### src/rtl/rl_queue_reader_pkg.sv
// Shared types and helpers for the queue read-side serializer.
package rl_queue_pkg;

  typedef enum logic {
    IDLE   = 1'b0,
    ACTIVE = 1'b1
  } queue_rd_state_t;

  // Counter width that never collapses to zero bits.
  function automatic int cnt_width(input int n);
    return (n > 1) ? $clog2(n) : 1;
  endfunction

endpackage

### src/rtl/rl_queue_reader.sv
// Pops words from a fall-through queue and streams them out LSB beat first,
// one OBITS-wide beat per accepted handshake, reloading on the last beat.
module rl_queue_reader
  import rl_queue_pkg::*;
#(
  parameter int DBITS = 32,
  parameter int OBITS = 8
) (
  input  logic             clk_i,
  input  logic             rst_ni,
  input  logic             clr_i,
  input  logic             ena_i,
  input  logic             q_empty_i,
  input  logic [DBITS-1:0] q_d_i,
  output logic             q_re_o,
  output logic             m_valid_o,
  input  logic             m_ready_i,
  output logic [OBITS-1:0] m_data_o,
  output logic             m_last_o,
  output logic             busy_o
);

  localparam int RATIO = DBITS / OBITS;
  localparam int CW    = cnt_width(RATIO);
  localparam logic [CW-1:0] CNT_LAST = CW'(RATIO - 1);

  if (DBITS % OBITS != 0) begin : g_ratio_check
    $error("rl_queue_reader: DBITS must be a multiple of OBITS");
  end

  queue_rd_state_t  state_q, state_d;
  logic [DBITS-1:0] word_q, word_d;
  logic [CW-1:0]    cnt_q, cnt_d;
  logic             valid_q, valid_d;

  logic accept_s;
  logic last_s;
  logic done_s;
  logic pop_s;

  assign accept_s = ena_i & valid_q & m_ready_i;
  assign last_s   = (cnt_q == CNT_LAST);
  assign done_s   = accept_s & last_s;
  // A pop while finishing a word lets the next word follow with no bubble.
  assign pop_s    = rst_ni & ~clr_i & ena_i & ~q_empty_i
                  & ((state_q == IDLE) | done_s);

  // State register
  always_ff @(posedge clk_i or negedge rst_ni) begin
    if (!rst_ni) begin
      state_q <= IDLE;
    end else begin
      state_q <= state_d;
    end
  end

  // Next-state logic
  always_comb begin
    state_d = state_q;
    if (clr_i) begin
      state_d = IDLE;
    end else if (pop_s) begin
      state_d = ACTIVE;
    end else if (done_s) begin
      state_d = IDLE;
    end else begin
      state_d = state_q;
    end
  end

  // Datapath registers
  always_ff @(posedge clk_i or negedge rst_ni) begin
    if (!rst_ni) begin
      word_q  <= '0;
      cnt_q   <= '0;
      valid_q <= 1'b0;
    end else begin
      word_q  <= word_d;
      cnt_q   <= cnt_d;
      valid_q <= valid_d;
    end
  end

  // Datapath next-state: load, shift, or retire the held word
  always_comb begin
    word_d  = word_q;
    cnt_d   = cnt_q;
    valid_d = valid_q;
    if (clr_i) begin
      word_d  = '0;
      cnt_d   = '0;
      valid_d = 1'b0;
    end else if (pop_s) begin
      word_d  = q_d_i;
      cnt_d   = '0;
      valid_d = 1'b1;
    end else if (done_s) begin
      valid_d = 1'b0;
    end else if (accept_s) begin
      word_d = word_q >> OBITS;
      cnt_d  = cnt_q + CW'(1);
    end else begin
      word_d  = word_q;
      cnt_d   = cnt_q;
      valid_d = valid_q;
    end
  end

  // Output decode
  always_comb begin
    q_re_o    = pop_s;
    m_valid_o = valid_q;
    m_data_o  = word_q[OBITS-1:0];
    m_last_o  = valid_q & last_s;
    busy_o    = valid_q;
  end

endmodule

### config.mk
export PLATFORM = sky130hd
export DESIGN_NAME = rl_queue_reader
export DESIGN_NICKNAME = d
export VERILOG_FILES = /design/src/rtl/rl_queue_reader_pkg.sv /design/src/rtl/rl_queue_reader.sv
export SDC_FILE = /design/constraint.sdc
export NUM_CORES = 1
export LEC_CHECK = 0
export ABC_AREA = 0
export CORE_UTILIZATION = 47
export DETAILED_ROUTE_END_ITERATION = 6
export PLACE_DENSITY = 0.79
export SLEW_MARGIN = 15
export SYNTH_ARGS = -nofsm -noshare
export SYNTH_HDL_FRONTEND = slang
export SYNTH_SLANG_ARGS = --single-unit
### constraint.sdc
create_clock -name clk_i -period 1.87 [get_ports clk_i]
set_input_delay 0.2805 -clock clk_i [delete_from_list [all_inputs] [get_ports clk_i]]
set_output_delay 0.2805 -clock clk_i [all_outputs]
set_load 0.01 [all_outputs]
=== Yosys cells after proc, flatten, opt, wreduce, memory -nomap -nowiden ===
Index checks and enable logic that the tools add are counted.

* Magnitude comparators: 0
* Shifts and indexed selects: 0
* Bitwise gates (word level): 12
* Add/subtract/negate cells: 1
* Div/mod/pow operators: 0
* Multiply operators: 0
* Multiplexer cells: 11
* Reductions and logical operators: 3
* Equal/unequal tests: 2

{| class="wikitable"
|+ Operators with widths
! operator !! count
|-
| $mux 32 || 4
|-
| $and 1x1->1 || 8
|-
| $mux 2 || 4
|-
| $reduce_bool 3->1 || 2
|-
| $mux 1 || 3
|-
| $ne 3x3->1 const B || 1
|-
| $not 1->1 || 3
|-
| $add 2x1->2 const B || 1
|-
| $eq 2x2->1 const B || 1
|-
| $reduce_and 2->1 || 1
|-
| $or 1x1->1 || 1
|}

* Register bits: 35
* Word-level logic and storage cells: 32
* Memory bits (writable): 0
* Bits in latches: 0
* Memories kept: 0
* ROM bits: 0

=== Logic depth before layout (Yosys ltp) ===
* Depth after elaboration: 7
* Depth in mapped cells: 6

=== Worst setup path after synthesis ===
Ideal clock, no wire load.

* Kind: register -> register
* Start: register cnt_q[0]
* End: register cnt_q[1]
* Path buffers: 2
* Arrival time: 1.344 ns
* Data required time: 1.737 ns
* Cell stages (with the launch flop): 7
* Period minus slack after synthesis: 1.477 ns
* Slack: 0.393 ns
* Path through: dfrtp_1 -> ha_1 -> and4b_1 -> buf_4 -> buf_6 -> mux2i_1 -> nor2_1

* Cells in the longest elaborated chain, start to end: 6
* Elaborated cells between the ends (all ways): 12
* Those cells by class: add/sub: 1; eq/ne: 2; mux: 4; bitwise: 3; reduce/logical: 2

{| class="wikitable"
|+ Ends and longest elaborated chain
! element !! line !! text
|-
| start: declaration || rl_queue_reader.sv:33 || <nowiki>logic [CW-1:0] cnt_q, cnt_d;</nowiki>
|-
| start signal: assignment || rl_queue_reader.sv:79 || <nowiki>cnt_q <= cnt_d;</nowiki>
|-
| $eq 2x2->1 || rl_queue_reader.sv:42 || <nowiki>assign last_s = (cnt_q == CNT_LAST);</nowiki>
|-
| $and 1x1->1 || rl_queue_reader.sv:43 || <nowiki>assign done_s = accept_s & last_s;</nowiki>
|-
| $or 1x1->1 || rl_queue_reader.sv:46 || <nowiki>& ((state_q == IDLE) | done_s);</nowiki>
|-
| $and 1x1->1 || rl_queue_reader.sv:46 ||
|-
| $ne 3x3->1 (no source line), or another cell as far along || n/a ||
|-
| $reduce_and 2->1 (no source line) or $mux 2 (tied branches) || n/a ||
|}

Parallel ways exist; a longest one is shown, timed or not. The select of a mux whose other input is x is not followed.
A chain may end at the register's enable or synchronous reset.

=== Worst setup path after layout ===
* Start: register cnt_q[1]
* End: output q_re_o

* Cells in the longest elaborated chain, start to end: 4

{| class="wikitable"
|+ Ends and longest elaborated chain
! element !! line !! text
|-
| $eq 2x2->1 || rl_queue_reader.sv:42 ||
|-
| $and 1x1->1 || rl_queue_reader.sv:43 ||
|-
| $or 1x1->1 || rl_queue_reader.sv:46 ||
|-
| $and 1x1->1 || rl_queue_reader.sv:46 ||
|-
| end: declaration || rl_queue_reader.sv:15 || <nowiki>output logic q_re_o,</nowiki>
|}

Every way passes these cells.

==> flow_metrics.env <==
export IMPL_outcome="complete, no violations"
export IMPL_cp_slowest_stage_delay_ns=0.41
export IMPL_start_util_pct=50.6
export IMPL_chipWidth_um=62.6
export IMPL_timing_critical_path_from_type="flop"
export IMPL_hold_path_class="primary input to asynchronous set/reset pin"
export IMPL_n_fill_cell=272
export IMPL_clkTransAtPathRegs_ns=0.11
export IMPL_finClkSkew_ns=0.0102
export IMPL_synth_sequential_area_ratio_pct=50.7
export IMPL_leakagePower_nw=1.00
export IMPL_achievable_frequency_ghz=0.558
export IMPL_via_count_of_the_first_global_routing_pass=1418
export IMPL_path_buf_inv=2
export IMPL_finalSetupViolations=0
export IMPL_num_io_pins=50
export IMPL_layout_min_cycle_time_ns=1.79
export IMPL_routed_wl_met3_um=172
export IMPL_timing_worst_setup_path_type="flop to primary output"
export IMPL_die_h_um=62.6
export IMPL_peakVddDrop_mv=0.472
export IMPL_numPlacedInstances=239
export IMPL_synth_simple_area_share_pct=4.85
export IMPL_ctsLongestPathBuffers=2
export IMPL_critical_path_slowest_cell="sky130_fd_sc_hd__dfrtp_1"
export IMPL_route_final_wire_length_um=3790
export IMPL_slew_viol_final=0
export IMPL_final_net_count=241
export IMPL_worst_endpoint_arrival_ns=1.51
export IMPL_final_setup_tns_ns=0
export IMPL_synth_area_in_xor_xnor_pct=0.507
export IMPL_grt_first_pass_wirelength_um=6470
export IMPL_final_hold_violation_count=0
export IMPL_detail_route_iter0_violations=29
export IMPL_number_of_antenna_violations_at_the_first_check_in_global_routing=0
export IMPL_syn_inst=150
export IMPL_io_buffer_count=49
export IMPL_root_buffer_selected_by_cts="sky130_fd_sc_hd__clkbuf_4"
export IMPL_cts_tree="yes"
export IMPL_critical_path_cell_chain="ha_4, a21boi_2, or2_4, inv_2, clkdlybuf4s15_1"
export IMPL_worst_slew_pin_slew_ns=0.425
export IMPL_num_antenna_cells=0
export IMPL_detail_route_first_pass_iterations=4
export IMPL_dp_hpwl_um=2680
export IMPL_drt_antenna_violating_nets=0
export IMPL_routed_via_density=5.52
export IMPL_critical_path_top_delay_family="flip-flops"
export IMPL_stdcell_count=249
export IMPL_total_power_consumption_w=0.00178
export IMPL_fp_dieArea_um2=3920
export IMPL_clock_sinks=35
export IMPL_place_gp_congestion=0.794
export IMPL_multi_input_area_um2=641
export IMPL_post_route_util_pct=69.4
export IMPL_critical_path_required_ns=1.59
export IMPL_synth_seq_cells=35
export IMPL_global_route_usage_total_pct=21.1
export IMPL_area_delta_synth_final_pct=37.2
export IMPL_synth_compound_gate_area_share_pct=27.2
export IMPL_uppermost_layer_routed="met4"
export IMPL_routedLengthMet1_um=1700
export IMPL_timing_final_crit_share_pct=95.8
export IMPL_yosys_warnings=0
export IMPL_cts_htree_levels=2
export IMPL_worstSkewPairLatency_ns=0.34
export IMPL_core_area_um2=3420
export IMPL_timing_critical_path_to_type="primary output"
export IMPL_avgSynthCellArea_um2=11.5
export IMPL_synthesis_nets=189
export IMPL_mux_cell_area_share_after_synthesis_pct=2.90
export IMPL_worstPathMaxFanout=5
export IMPL_remaining_drc_errors=0
export IMPL_placementRows=21
export IMPL_synthesis_area_um2=1730
export IMPL_grt_overflow_total=0
export IMPL_cap_violations=0
export IMPL_dr_wl_met2_um=1880
export IMPL_grt_start_max_net_pins=36
export IMPL_synth_cell_type_count=26
export IMPL_rsz0062_at_grt="false"
export IMPL_synthAdderAreaFrac_pct=0.724
export IMPL_storage_element_area_um2=876
export IMPL_maxSlewHeadroom_pct=71.6
export IMPL_cts_hold_buf=0
export IMPL_dr_total_vias=1375
export IMPL_routedWlPerCell_um=15.2
export IMPL_tritoncts_num_buffers=5
export IMPL_combinational_family_with_the_most_area_after_synthesis="compound AO/OA/AOI/OAI gates"
export IMPL_final_layout_size_suffix_gt1_share_pct=14.3
export IMPL_ratio_of_total_power_to_cell_area_nw_per_um2=750
==> layer usage <==
layer  vias up  GRT usage, %
li1        652             -
met1       673          26.2
met2        43          36.4
met3         7          4.74
met4         0          6.10
met5         -             0
==> placed cells by master, fill, tap and decap left out <==
master and n:
sky130_fd_sc_hd__buf_4 14, sky130_fd_sc_hd__a21boi_2 1, sky130_fd_sc_hd__or2_4 1, sky130_fd_sc_hd__a32o_1 8
sky130_fd_sc_hd__and4b_1 1, sky130_fd_sc_hd__nand3_1 2, sky130_fd_sc_hd__inv_2 1, sky130_fd_sc_hd__and2_1 1
sky130_fd_sc_hd__nand2b_1 1, sky130_fd_sc_hd__bufinv_16 2, sky130_fd_sc_hd__buf_12 1, sky130_fd_sc_hd__nand2_1 2
sky130_fd_sc_hd__clkbuf_4 5, sky130_fd_sc_hd__nand4bb_4 1, sky130_fd_sc_hd__a22o_1 1, sky130_fd_sc_hd__a22oi_1 1
sky130_fd_sc_hd__a21oi_1 20, sky130_fd_sc_hd__clkinvlp_4 1, sky130_fd_sc_hd__nor2_1 2, sky130_fd_sc_hd__o2bb2ai_1 4
sky130_fd_sc_hd__buf_2 1, sky130_fd_sc_hd__ha_4 1, sky130_fd_sc_hd__dfrtp_1 35, sky130_fd_sc_hd__clkdlybuf4s15_1 1
sky130_fd_sc_hd__inv_1 21, sky130_fd_sc_hd__xnor2_1 1, sky130_fd_sc_hd__o221a_1 20, sky130_fd_sc_hd__dlygate4sd2_1 1
sky130_fd_sc_hd__mux2i_1 5, sky130_fd_sc_hd__o21ai_1 1, sky130_fd_sc_hd__clkdlybuf4s50_1 46
==> synth_stat cells (all sizes together) <==
library cell / count / area, um^2
nor2: 2 / 7.51
nand2: 2 / 7.51
a32o: 8 / 80.1
xnor2: 1 / 8.76
o2bb2ai: 4 / 35.0
inv: 22 / 82.6
nand3: 2 / 10.0
nand2b: 1 / 6.26
ha: 1 / 12.5
a22oi: 1 / 7.51
o221a: 20 / 225
and4b: 1 / 10.0
mux2i: 5 / 50.1
o21ai: 1 / 5.00
a21boi: 1 / 7.51
nand4bb: 1 / 27.5
or2: 1 / 8.76
and2: 1 / 6.26
buf: 19 / 145
dfrtp: 35 / 876
a22o: 1 / 8.76
a21oi: 20 / 100
==> cell type report <==
cell class / instances / share of cell area (%)
well taps: 46 / 2.43
repair buffers: 64 / 25.7
clock buffers: 5 / 1.58
flip-flops and latches: 35 / 36.9
multi-input cells: 74 / 27.0
inverters: 22 / 3.48
clock inverters: 3 / 2.85
==> worst register-to-register path: stages (launching register included) <==
cell and delay [ns]:
sky130_fd_sc_hd__dfrtp_1 0.42, sky130_fd_sc_hd__ha_4 0.19, sky130_fd_sc_hd__and4b_1 0.29, sky130_fd_sc_hd__buf_12 0.19
sky130_fd_sc_hd__mux2i_1 0.20, sky130_fd_sc_hd__o2bb2ai_1 0.09
==> registers in the layout, indices dropped and copies added (netlist names) <==
register  flops
word_q       32
cnt_q         2
busy_o        1
==> per-stage QoR <==
step	hold slack [ns]	setup WS [ns]	instance area [um^2]
after floorplan	-0.0151	0.393	1730
after global placement	0.399	-0.189	2240
after detailed placement	0.395	-0.200	2240
after CTS	0.0284	0.0198	2350
after global routing	0.0365	0.00200	2370
final	0.0108	0.0791	2370
==> repair_timing <==
action                     4_1_cts  5_1_grt
setup buffers                    1        1
pin swaps                        1        1
setup endpoints to repair        2        1
hold endpoints to repair         0        0
gates resized for setup          4        2
==> cells by family (layout without fill, tap and decap cells) <==
logic type / after synthesis / in the layout
AOI/OAI and AO/OA: 56 / 56
buffers and inverters: 41 / 94
DFF: 35 / 35
and+or+nand+nor: 11 / 11
muxes: 5 / 5
adders and majority gates: 1 / 1
xor gates and xnor gates: 1 / 1
==> power by group <==
part	total (W)	switching (W)	internal, W
Clock	0.000674	0.000258	0.000416
Combinational	0.000277	0.000113	0.000164
Sequential	0.000828	0.0000270	0.000801
Total	0.00178	0.000398	0.00138
==> path summary, 6_finish.rpt <==
check / start / end / slack [ns] / depth (start not counted)
max: cnt_q[1] / q_re_o / 0.08 / 5
min: rst_ni / word_q[7] / 0.01 / 2
max reg2reg: cnt_q[0] / word_q[23] / 0.38 / 5
min reg2reg: word_q[30] / word_q[30] / 0.55 / 1
max in group asynchronous: rst_ni / word_q[26] / 1.55 / 2
min in group clk_i: rst_ni / busy_o / 0.36 / 4
(Power assumes the default switching activity.)
